`src/rtl/tdm_demux.sv`:
```
// Word-interleaved TDM receiver: locks on start-of-frame, gathers N_CH words per frame
// and presents each complete frame atomically. Optional macro TDM_DEMUX_ERR_CNT_EN adds err_cnt.
module tdm_demux #(
   parameter int N_CH = 4,
   parameter int W    = 8
) (
   input  logic              clk,
   input  logic              rst_n,
   input  logic              in_valid,
   input  logic              in_sof,
   input  logic [W-1:0]      in_data,
   output logic              out_valid,
   output logic [N_CH*W-1:0] out_data,
   output logic              out_err,
`ifdef TDM_DEMUX_ERR_CNT_EN
   output logic [7:0]        err_cnt,
`endif
   output logic              locked
);

   localparam int SW = (N_CH > 1) ? $clog2(N_CH) : 1;
   localparam logic [SW-1:0] LAST_SLOT = SW'(N_CH - 1);

   typedef enum logic {HUNT, COLLECT} state_t;

   // Handshake: a word is consumed on every edge where in_valid=1; there is no
   // backpressure, and out_valid/out_err are single-cycle pulses with no acknowledge.

   state_t          state, state_nxt;
   logic [SW-1:0]   slot, slot_nxt;
   logic [W-1:0]    coll_buf [N_CH];
   logic            wr_en;
   logic [SW-1:0]   wr_slot;
   logic            frame_done;
   logic            err_nxt;
   logic [N_CH*W-1:0] frame_nxt;

   assign locked = (state == COLLECT);

   always_comb begin
      state_nxt  = state;
      slot_nxt   = slot;
      wr_en      = 1'b0;
      wr_slot    = slot;
      frame_done = 1'b0;
      err_nxt    = 1'b0;
      case (state)
         HUNT: begin
            if (in_valid && in_sof) begin
               wr_en     = 1'b1;
               wr_slot   = '0;
               slot_nxt  = SW'(1);
               state_nxt = COLLECT;
            end
         end
         COLLECT: begin
            if (in_valid) begin
               if (in_sof) begin
                  // An sof mid-frame abandons the partial frame but resyncs in place.
                  err_nxt  = (slot != '0);
                  wr_en    = 1'b1;
                  wr_slot  = '0;
                  slot_nxt = SW'(1);
               end else if (slot == '0) begin
                  err_nxt   = 1'b1;
                  state_nxt = HUNT;
               end else begin
                  wr_en = 1'b1;
                  if (slot == LAST_SLOT) begin
                     frame_done = 1'b1;
                     slot_nxt   = '0;
                  end else begin
                     slot_nxt = slot + SW'(1);
                  end
               end
            end
         end
         default: begin
            state_nxt = HUNT;
            slot_nxt  = '0;
         end
      endcase
   end

   // The last word bypasses the buffer so the frame is published on the edge that accepts it.
   always_comb begin
      frame_nxt = '0;
      for (int k = 0; k < N_CH; k++) begin
         frame_nxt[k*W +: W] = (k == N_CH - 1) ? in_data : coll_buf[k];
      end
   end

   always_ff @(posedge clk or negedge rst_n) begin
      if (!rst_n) begin
         state     <= HUNT;
         slot      <= '0;
         out_valid <= 1'b0;
         out_err   <= 1'b0;
         out_data  <= '0;
         for (int k = 0; k < N_CH; k++) coll_buf[k] <= '0;
      end else begin
         state     <= state_nxt;
         slot      <= slot_nxt;
         out_valid <= frame_done;
         out_err   <= err_nxt;
         if (wr_en) coll_buf[wr_slot] <= in_data;
         if (frame_done) out_data <= frame_nxt;
      end
   end

`ifdef TDM_DEMUX_ERR_CNT_EN
   always_ff @(posedge clk or negedge rst_n) begin
      if (!rst_n) begin
         err_cnt <= 8'd0;
      end else if (err_nxt && (err_cnt != 8'hFF)) begin
         err_cnt <= err_cnt + 8'd1;
      end
   end
`endif

endmodule

```
`config.mk`:
```
export PLATFORM = sky130hd
export DESIGN_NAME = tdm_demux
export DESIGN_NICKNAME = d
export VERILOG_FILES = /design/src/rtl/tdm_demux.sv
export SDC_FILE = /design/constraint.sdc
export NUM_CORES = 1
export LEC_CHECK = 0
export BUFFER_PORTS_ARGS = -buffer_cell sky130_fd_sc_hd__buf_2
export CAP_MARGIN = 15
export CORE_ASPECT_RATIO = 0.75
export CORE_MARGIN = 10
export CORE_UTILIZATION = 54
export DETAILED_ROUTE_END_ITERATION = 12
export PLACE_DENSITY = 0.84
export RECOVER_POWER = 50
export SYNTH_ARGS = -nofsm -noshare
export SYNTH_HDL_FRONTEND = slang
export SYNTH_SLANG_ARGS = --single-unit
```
`constraint.sdc`:
```
create_clock -name clk -period 2.3 [get_ports clk]
set_input_delay 0.23 -clock clk [delete_from_list [all_inputs] [get_ports clk]]
set_output_delay 0.23 -clock clk [all_outputs]
set_load 0.02 [all_outputs]
```
* Word-level counts from Yosys, hierarchy flattened
Cells that the tools add are included.
** Storage, ports and cells
- Latch bits :: 0
- Memory bits (writable) :: 0
- Logic and storage cells :: 52
- Memories :: 0
- Flip-flop bits (word level) :: 69
- Memory bits (read-only) :: 0
** Cells by class
- Multipliers :: 0
- Divide/modulo/power cells :: 0
- Order comparisons :: 2
- Equality and inequality tests :: 4
- Bitwise gates (word level) :: 2
- Muxes and demuxes :: 29
- Reduce and logical (&&, ||, !) cells :: 5
- Add/subtract/negate cells :: 1
- Shifts and indexed selects :: 0
** Operators by type and width (number)
- $bwmux 32 :: 1
- $demux 8 s2 :: 1
- $mux 2 :: 8
- $mux 1 :: 14
- $mux 8 :: 1
- $pmux 2 s2 :: 2
- $ne 2x2->1 const B :: 2
- $pmux 1 s2 :: 2
- $ge 3x3->1 const B :: 1
- $lt 3x1->1 const B :: 1
- $ne 3x3->1 const B :: 1
- $not 2->3 :: 1
- $reduce_and 3->1 :: 1
- $add 2x1->2 const B :: 1
- $eq 2x2->1 const B :: 1
- $logic_and 1x1->1 :: 2
- $logic_not 2->1 :: 1
- $reduce_bool 2->1 :: 1
- $not 1->1 :: 1

* Logic depth before layout (Yosys ltp)
- Depth after elaboration :: 9
- Mapped depth :: 6

* Least setup slack after synthesis
No wires, ideal clock.
- Path type :: reg2reg
- Start :: register slot[0]
- End :: register coll_buf[16] (netlist name)
- Setup slack :: 0.384 ns
- Buffers on the path :: 0
- Data arrival time :: 1.788 ns
- Stages on the path, launching flop included :: 7
- Period minus slack after synthesis :: 1.916 ns
- Required time :: 2.172 ns
- Cell sequence :: dfrtp_1 > inv_1 > ha_1 > ha_1 > and4bb_4 > nand3_4 > mux2_1
** On the way
- Longest elaborated chain between the ends :: 9
- Elaborated cells on any way between the ends :: 16
** RTL lines
- start: declaration :: RTL line 30 : logic [SW-1:0] slot, slot_nxt;
- start signal: assignment :: RTL line 103 : slot <= slot_nxt;
- $mux 2 :: RTL line 58 : if (in_sof) begin
- $mux 2 :: RTL line 57 : if (in_valid) begin
- $pmux 2 s2 :: RTL line 47 : case (state)
- $not 2->3 (not written as such) :: RTL line 106 : if (wr_en) coll_buf[wr_slot] <= in_data;
- $ge 3x3->1 (not written as such) or $lt 3x1->1 (tied branches) :: RTL line 106
- $logic_and 1x1->1 (not written as such) :: RTL line 106
- $mux 8 (not written as such) :: RTL line 106
- $demux 8 s2 :: RTL line 106
- $bwmux 32 :: RTL line 106
- end signal: indexed assignment :: RTL line 106
- end: declaration :: RTL line 31 : logic [W-1:0] coll_buf [N_CH];
Parallel ways exist; a longest one is shown, timed or not.
A chain may end at the register's enable or synchronous reset.

* Final worst setup path
Ends and elaborated chain as after synthesis.

==> summary.txt <==
Status
  • Outcome: finished, final reports clean

Hold path
  • Worst Hold Class: primary input to flip-flop

STA
  • Final min period: 2.11 ns
  • Actual transition at the worst max-transition pin: 1.17 ns
  • Setup violations, final: 0
  • Clock Skews: 0.00309 ns
  • Highest clock rate: 474 MHz
  • Tcrit/Tclk final: 0.917
  • TNS Setup: 0 ns
  • Slew headroom: 0.221
  • RSZ-0062 raised after global routing: no
  • Fin. max-slew vios: 0
  • Hold Fails Final Rpt: 0
  • WHS: 0.180 ns
  • Final WS setup: 0.191 ns

GRT
  • Initial antenna violation count: 0
  • Total gr overflow: 0
  • Global-route usage over all layers: 0.129
  • First-pass GRT wire length: 7.80 mm
  • Largest net degree at the start of global routing: 35
  • Via count of the first global-routing pass: 1585

Power and ir drop
  • Flop pwr share: 0.465
  • Static leakage power: 1.38 nW
  • Switching Share: 0.344
  • Pint: 2.58 mW
  • Clock Power Share: 0.200
  • Comb pwr share: 0.336
  • Maximum vdd ir drop: 639 uV
  • Pwr Density: 1380 mW/mm2
  • Net Sw Power: 1.35 mW

Clock network
  • Clk_lat worst skew: 0.33 ns
  • TritonCTS clock tree: done
  • Clock root cell: clkbuf_8
  • Clock buffer depth: 2
  • H-tree Lvls: 3
  • Num CTS Buffers: 9
  • PostCTS Resize Cnt: 0
  • Clock transition at path regs: 0.06 ns
  • Clk sinks: 61

Finish
  • # fillers: 341
  • Fin area: 0.00285 mm2
  • Area growth syn-to-layout: 16.8%
  • Nets: 217
  • Post-layout util: 0.646
  • Ant diodes: 0
  • Layout cells sized above 1: 0.493

Yosys
  • Avg Cell Area, Syn: 16.6 um2
  • Main synth FF type: dfrtp_1
  • Yosys reg bits: 61
  • Number of enable flip-flop cells after synthesis: 0
  • Post-synth top area cell: dfrtp_1
  • Cells after Synth: 147
  • Sequential-to-total area share from yosys stat: 0.625
  • Syn nets: 162
  • Synth warn: 0
  • Largest cells by area after synthesis: dfrtp_1 (63%), mux2_2 (24%), buf_6 (1.8%)
  • Synth Cell Area: 0.00244 mm2
  • Synth cell count leaders: dfrtp_1 (61), mux2_2 (51), buf_6 (4), inv_1 (4), mux2_1 (4)
  • Async S/R FF share, synth: 1.00
  • Unique masters post-synth: 22
  • Top-count cell post-synth: dfrtp_1
  • Post-synth top area share: 0.625

Route
  • M1 WL: 1.96 mm
  • Final wirelength: 4.56 mm
  • Detail Route Antenna Nets: 0
  • Drt via density: 5.26
  • DRT Pass-1 Iters: 4
  • Wire length on met2: 2.24 mm
  • Routed WL per cell: 17.4 um
  • DRT iter0 DRCs: 85
  • Top layer in use: met4
  • Met3 WL: 334 um
  • Drt drc: 0
  • Via count: 1379

Worst setup path
  • CP Cell Sequence: inv_1 -> ha_1 -> ha_1 -> and4bb_4 -> nand3_4 -> mux2_1
  • CP Max Fanout: 8
  • Crit path kind: flip-flop to flip-flop
  • Crit-path max cell delay: 0.47 ns
  • Crit-path leading delay family: simple AND/OR/NAND/NOR gates
  • Most frequent CP cell: ha_1
  • Critical Path RT: 2.51 ns
  • CP Capture Type: flip-flop
  • CP arrival: 2.32 ns
  • Critical-path top delay cell: dfrtp_1
  • CP Buf/Inv Count: 1
  • Type of origin of the critical path: flip-flop

Placement
  • Dpl cell area: 0.00271 mm2
  • I/O Buffers: 46
  • Pre-CTS WS: 0.235 ns
  • Post-DP HPWL: 3.33 mm
  • Routability cong.: 0.771

Die
  • Die Footprint: 0.00764 mm2
  • Starting Density: 0.553
  • CORE AREA: 0.00441 mm2
  • Die X: 97.7 um
  • Die Span Y: 78.2 um
  • Top-level I/O count: 47
  • Row cnt: 21

Flow run
  • Total of max-cap violations: 0
layout by cell type, fill, tap and decap left out:
master	synthesis	layout
dlygate4sd3_1	0	1
mux2_1	4	4
clkbuf_8	0	11
o21ai_0	3	3
dfrtp_1	61	61
a32o_1	1	1
o211ai_4	1	1
nor2b_1	1	1
nor3b_2	1	1
nand2_1	2	2
mux2_4	1	1
a31oi_1	1	1
and4bb_4	1	1
inv_1	4	4
clkinv_2	0	2
clkbuf_2	0	1
clkbuf_1	0	20
nand4_4	1	1
mux2_2	51	51
nor4b_1	1	1
ha_1	3	3
and2_2	1	1
nor2_1	1	1
buf_2	0	28
nand3_4	2	2
a21oi_1	1	1
power by group through the flow:
stage,Combinational [mW],Clock (mW),Sequential (mW)
6_report,1.32,0.784,1.82
5_1_grt,1.42,0.881,1.89
4_1_cts,1.39,0.819,1.82
3_5_place_dp,1.38,0,1.84
3_3_place_gp,1.32,0,1.80
2_1_floorplan,0.678,0,2.07
metal layers:
layer / vias up / GRT usage
li1: 635 / -
met4: 0 / 0.0406
met1: 700 / 0.139
met2: 40 / 0.208
met3: 4 / 0.0779
met5: - / 0
flip-flops by register name, indices dropped and copies added (netlist names):
signal	flops
out_err	1
locked	1
out_data	32
out_valid	1
slot	2
coll_buf	24
timing repair:
item                                    4_1_cts  5_1_grt
endpoints found under the setup margin        0        0
hold buffers                                  1        0
setup buffers                                 0        0
endpoints found under the hold margin        27        0
cell families after synthesis:
family,after synthesis,share of synthesized area
buffers and inverters,9,0.0277
muxes,56,0.260
and+or+nand+nor,11,0.0487
DFF,61,0.625
adders and majority gates,3,0.0154
AOI/OAI and AO/OA,7,0.0236
path summary, 6_finish.rpt:
| check | cells after the start | startpoint | slack (ns) | to |
|---|---|---|---|---|
| setup reg to reg | 6 | slot[0] | 0.19 | coll_buf[16] |
| max in group asynchronous | 3 | rst_n | 0.64 | coll_buf[23] |
| hold / removal | 2 | in_data[0] | 0.18 | coll_buf[16] |
| min in group asynchronous | 2 | rst_n | 0.29 | out_err |
| hold reg to reg | 1 | out_data[6] | 0.49 | out_data[6] |
| setup / recovery | 6 | slot[0] | 0.19 | coll_buf[16] |
cell type report:
type | count | area (um2) | share of cell area
Sequential cell | 61 | 1530 | 0.535
Timing Repair Buffer | 49 | 226 | 0.0794
Clock buffer | 12 | 155 | 0.0544
Inverter | 4 | 15.0 | 0.00526
Clock inverter | 2 | 10.0 | 0.00351
Multi-Input combinational cell | 77 | 848 | 0.297
Tap cell | 57 | 71.3 | 0.0250
worst register-to-register path: cells and delay by family, from the launching register on:
kind | cells | cell delay, ns
fa+ha+maj | 2 | 0.49
flops | 1 | 0.47
simple gates | 2 | 0.55
mux | 1 | 0.34
buf+inv | 1 | 0.15
metrics by stage:
step                instances  total power, mW
finish                    262             3.93
floorplan                 147             2.74
global placement          247             3.12
CTS                       262             4.03
detailed placement        247             3.22
global route              262             4.19
No activity file was read; power rests on OpenSTA's default activity.
